`config.mk`:
```
export PLATFORM = sky130hd
export DESIGN_NAME = counter_sweep_ctrl
export DESIGN_NICKNAME = d
export VERILOG_FILES = /design/src/rtl/counter_ctrl_pkg.sv /design/src/rtl/counter_sweep_ctrl.sv
export SDC_FILE = /design/constraint.sdc
export NUM_CORES = 1
export LEC_CHECK = 0
export ABC_AREA = 1
export BUFFER_PORTS_ARGS = -buffer_cell sky130_fd_sc_hd__clkbuf_2
export CAP_MARGIN = 20
export CORE_UTILIZATION = 30
export DETAILED_ROUTE_END_ITERATION = 8
export SETUP_SLACK_MARGIN = 0.1
export SLEW_MARGIN = 20
export SYNTH_ARGS = -nofsm -noshare
export SYNTH_HDL_FRONTEND = slang
export SYNTH_SLANG_ARGS = --single-unit
```
`constraint.sdc`:
```
create_clock -name clk -period 1.27 [get_ports clk]
set_input_delay 0.127 -clock clk [delete_from_list [all_inputs] [get_ports clk]]
set_output_delay 0.127 -clock clk [all_outputs]
set_load 0.02 [all_outputs]
```
`src/rtl/counter_ctrl_pkg.sv`:
```
// rtl/counter_ctrl_pkg.sv - shared state encoding and direction constants for the counter sweep sequencer
package counter_ctrl_pkg;

    typedef enum logic [2:0] {
        IDLE,
        LOAD,
        UP,
        DOWN,
        DONE
    } sweep_state_t;

    localparam logic DIR_UP   = 1'b1;
    localparam logic DIR_DOWN = 1'b0;

endpackage

```
`src/rtl/counter_sweep_ctrl.sv`:
```
// rtl/counter_sweep_ctrl.sv - drives an external up/down counter through repeated floor-to-ceiling triangle sweeps
module counter_sweep_ctrl
    import counter_ctrl_pkg::*;
#(
    parameter int WIDTH = 4,
    parameter int REP_W = 4
) (
    input  logic             clk,
    input  logic             rst,
    input  logic             start,
    input  logic             abort,
    input  logic [WIDTH-1:0] cfg_lo,
    input  logic [WIDTH-1:0] cfg_hi,
    input  logic [REP_W-1:0] cfg_reps,
    input  logic [WIDTH-1:0] cnt_value,
    output logic             cnt_enable,
    output logic             cnt_up_down,
    output logic             cnt_load,
    output logic [WIDTH-1:0] cnt_load_value,
    output logic             busy,
    output logic             done,
    output logic             err,
    output logic [REP_W-1:0] sweeps
);

    sweep_state_t     state, state_n;
    logic [WIDTH-1:0] lo_q, hi_q;
    logic [REP_W-1:0] reps_q;
    logic [REP_W-1:0] sweeps_inc;
    logic             accept, reject, sweep_end;

    // Saturating increment; reps_q caps the run well before this matters.
    assign sweeps_inc     = (sweeps == {REP_W{1'b1}}) ? sweeps : sweeps + REP_W'(1);
    assign cnt_load_value = lo_q;

    always_comb begin
        state_n     = state;
        cnt_enable  = 1'b0;
        cnt_up_down = DIR_DOWN;
        cnt_load    = 1'b0;
        busy        = 1'b0;
        done        = 1'b0;
        accept      = 1'b0;
        reject      = 1'b0;
        sweep_end   = 1'b0;
        case (state)
            IDLE: begin
                if (start) begin
                    if ((cfg_lo <= cfg_hi) && (cfg_reps != '0)) begin
                        accept  = 1'b1;
                        state_n = LOAD;
                    end else begin
                        reject = 1'b1;
                    end
                end
            end
            LOAD: begin
                busy     = 1'b1;
                cnt_load = 1'b1;
                state_n  = UP;
            end
            UP: begin
                busy        = 1'b1;
                cnt_up_down = DIR_UP;
                cnt_enable  = (cnt_value < hi_q);
                if (cnt_value >= hi_q) state_n = DOWN;
            end
            DOWN: begin
                busy        = 1'b1;
                cnt_up_down = DIR_DOWN;
                cnt_enable  = (cnt_value > lo_q);
                if (cnt_value <= lo_q) begin
                    sweep_end = 1'b1;
                    state_n   = (sweeps_inc == reps_q) ? DONE : UP;
                end
            end
            DONE: begin
                done    = 1'b1;
                state_n = IDLE;
            end
            default: state_n = IDLE;
        endcase
        // Abort freezes the sweep count, even if it lands on a floor dwell.
        if (abort && busy) begin
            state_n   = IDLE;
            sweep_end = 1'b0;
        end
    end

    always_ff @(posedge clk) begin
        if (rst) begin
            state  <= IDLE;
            lo_q   <= '0;
            hi_q   <= '0;
            reps_q <= '0;
            sweeps <= '0;
            err    <= 1'b0;
        end else begin
            state <= state_n;
            err   <= reject;
            if (accept) begin
                lo_q   <= cfg_lo;
                hi_q   <= cfg_hi;
                reps_q <= cfg_reps;
                sweeps <= '0;
            end else if (sweep_end) begin
                sweeps <= sweeps_inc;
            end
        end
    end

endmodule

```
==> flow_summary.json <==
{
  "pin_count": 34,
  "vias_per_cell": 4.79,
  "grt_max_degree": 14,
  "tightest_slew_ns": 0.539,
  "dp_hpwl_mm": 2.64,
  "p_clk_frac": 0.118,
  "grt_pass1_vias": 1578,
  "multiInputGateArea_um2": 1200,
  "setup_ws_ns": -0.351,
  "clock_latency_ns": 0.26,
  "min_path_type": "in -> reg",
  "leakagePower_nw": 1.19,
  "synth_edf_count": 0,
  "instances_no_fill": 341,
  "syn-num-nets": 231,
  "max_stage_delay_ns": 0.31,
  "ant_nets": 0,
  "hold_viol": 0,
  "dieArea_um2": 4830,
  "syn_to_final_growth_pct": 93.6,
  "crit_type": "reg -> out",
  "finalCriticalPeriod_ns": 1.62,
  "drc": 0,
  "drtIter0Drc": 41,
  "ir_drop_uv": 763,
  "yosysSeqAreaShare": 0.293,
  "mostFrequentLayoutCells": "buf_4, nand2_1, clkbuf_2, nand2_2, a21oi_2",
  "clk_pin_slew_ns": 0.07,
  "end_kind": "output port",
  "cts_tree": "yes",
  "seq_power_share": 0.225,
  "clkSinkCount": 20,
  "p_int_mw": 2.26,
  "cpMaxStageDelayCell": "dfxtp_1",
  "synth_area_um2": 1370,
  "violations": "negative setup slack",
  "finalPower_mw": 3.69,
  "maxCapViolCount": 0,
  "fmax_mhz": 617,
  "setup_viol": 22,
  "place_inst": 311,
  "fin_tns_setup_ns": -2.55,
  "layout.nets": 323,
  "synthFlopType": "dfxtp_1",
  "ctsRootBufferMaster": "clkbuf_8",
  "gp_congestion": 0.760,
  "synth_warnings": 0,
  "fin_worst_skew_ns": 0.00737,
  "io_buffer_count": 33,
  "initial_utilization": 0.314,
  "p_sw_mw": 1.43,
  "synth.distinct_cells": 24,
  "dp_slack_ns": -0.308,
  "cp_max_fo": 2,
  "wl_per_cell_um": 12.8,
  "fillers": 376,
  "synthCells": 198,
  "die_x_um": 69.5,
  "switching_share": 0.387,
  "cts_buffer_depth": 2,
  "p_comb_frac": 0.657,
  "synthArstFlopShare": 0,
  "drv_slew": 0,
  "row_count": 24,
  "crit_top_cell": "inv_1",
  "fp.dieH_um": 69.5,
  "status": "finished with violations",
  "worst_setup_path_start_kind": "register",
  "ctsHoldBuffers": 0,
  "cts_buffers": 3,
  "synth.avg_cell_area_um2": 6.91,
  "ys_ff_latch": 20,
  "num_vias": 1633,
  "first_pass_iters": 5,
  "h-tree-depth": 1,
  "track_usage": 0.177,
  "fin_crit_sh": 1.28,
  "grt_pass1_wl_mm": 6.91,
  "arrival_ns": 1.49,
  "routed_wl_mm": 4.37,
  "cellPowerDensity_nw_per_um2": 1390,
  "slew_headroom": 0.640,
  "gr-total-overflow": 0,
  "crit_path_cell_trace": "inv_1 -> ha_1 -> inv_1 -> o21bai_1 -> nand3_1 -> nand2_1 -> nand2_2 -> buf_8",
  "insertedDiodeCount": 0,
  "rsz0062_at_grt": "yes",
  "layout_commonest_cell": "buf_4",
  "coreArea_um2": 4350,
  "antenna_found_initial": 0,
  "final_layout_size_suffix_gt1_frac": 0.689,
  "area.sequential_um2": 428,
  "required_ns": 1.14
}
stage by stage:
stage	hold slack, ns	util	area (um2)
after floorplan	0.196	-	1510
after global placement	0.325	0.450	1960
after detailed placement	0.327	0.450	1960
after CTS	0.0523	0.567	2470
after global routing	0.0710	0.608	2650
final	0.0692	0.608	2650
kinds of logic after synthesis:
kind of cell,count (synthesis),synth area share
buf+inv,37,0.113
compound gates,35,0.139
simple gates,93,0.337
flops,20,0.293
fa+ha+maj,13,0.119
Yosys cell counts (2+ instances only):
cell type / instances / area, um2
nor2_1: 7 / 26.3
dfxtp_1: 20 / 400
a21oi_1: 20 / 100
buf_6: 2 / 22.5
nor3b_1: 2 / 15.0
nand3_2: 4 / 40.0
nor2_4: 3 / 33.8
ha_1: 13 / 163
o21bai_1: 2 / 15.0
inv_2: 3 / 11.3
inv_1: 30 / 113
o21ai_0: 4 / 20.0
nand3_1: 20 / 100
nor3_1: 2 / 10.0
nand2_2: 6 / 37.5
nand2_1: 46 / 173
o21ai_1: 7 / 35.0
flip-flops by register name, indices dropped and copies added, names as in the netlist:
register        flops
hi_q                4
state               3
err                 1
sweeps              4
cnt_load_value      4
reps_q              4
worst max-delay path: cells and delay by family, from the launching register on:
| family | cells | cell delay (ns) |
|---|---|---|
| buf+inv | 3 | 0.23 |
| compound gates | 1 | 0.11 |
| simple gates | 3 | 0.28 |
| fa+ha+maj | 1 | 0.30 |
| flops | 1 | 0.31 |
cell type report:
class	count	share of cell area
clock buffers	3	0.0156
clock inverters	1	0.00142
inverters	34	0.0558
multi-input cells	141	0.455
flip-flops and latches	20	0.162
well taps	52	0.0246
repair buffers	90	0.286
what timing repair did:
| item | CTS | global route |
|---|---|---|
| buffers inserted | 16 | 9 |
| pin swaps | 20 | 25 |
| resized for setup | 69 | 39 |
| hold endpoints to repair | 0 | 0 |
| gates cloned | 3 | 0 |
| setup endpoints to repair | 24 | 25 |
power by group through the flow:
stage	Clock (mW)	Combinational [mW]	Sequential [mW]
finish	0.436	2.42	0.829
global route	0.473	2.59	0.839
CTS	0.448	2.05	0.825
detailed placement	0	1.30	0.818
global placement	0	1.29	0.818
floorplan	0	0.765	0.871
final timing paths:
path / start / endpoint / slack, ns / depth (start not counted)
max: hi_q[1]$_SDFFE_PP0P_ / cnt_enable / -0.35 / 8
min: rst / hi_q[0]$_SDFFE_PP0P_ / 0.07 / 2
max reg2reg: hi_q[3]$_SDFFE_PP0P_ / state[0]$_SDFFE_PP0P_ / -0.25 / 12
min reg2reg: reps_q[0]$_SDFFE_PP0P_ / reps_q[0]$_SDFFE_PP0P_ / 0.49 / 2
metal layers:
layer  wire length, um  global-route usage
met5                 0                   0
met4                76              0.0590
met3               158              0.0247
met2              2310               0.327
met1              1830               0.208
No activity file was read; power rests on OpenSTA's default activity.
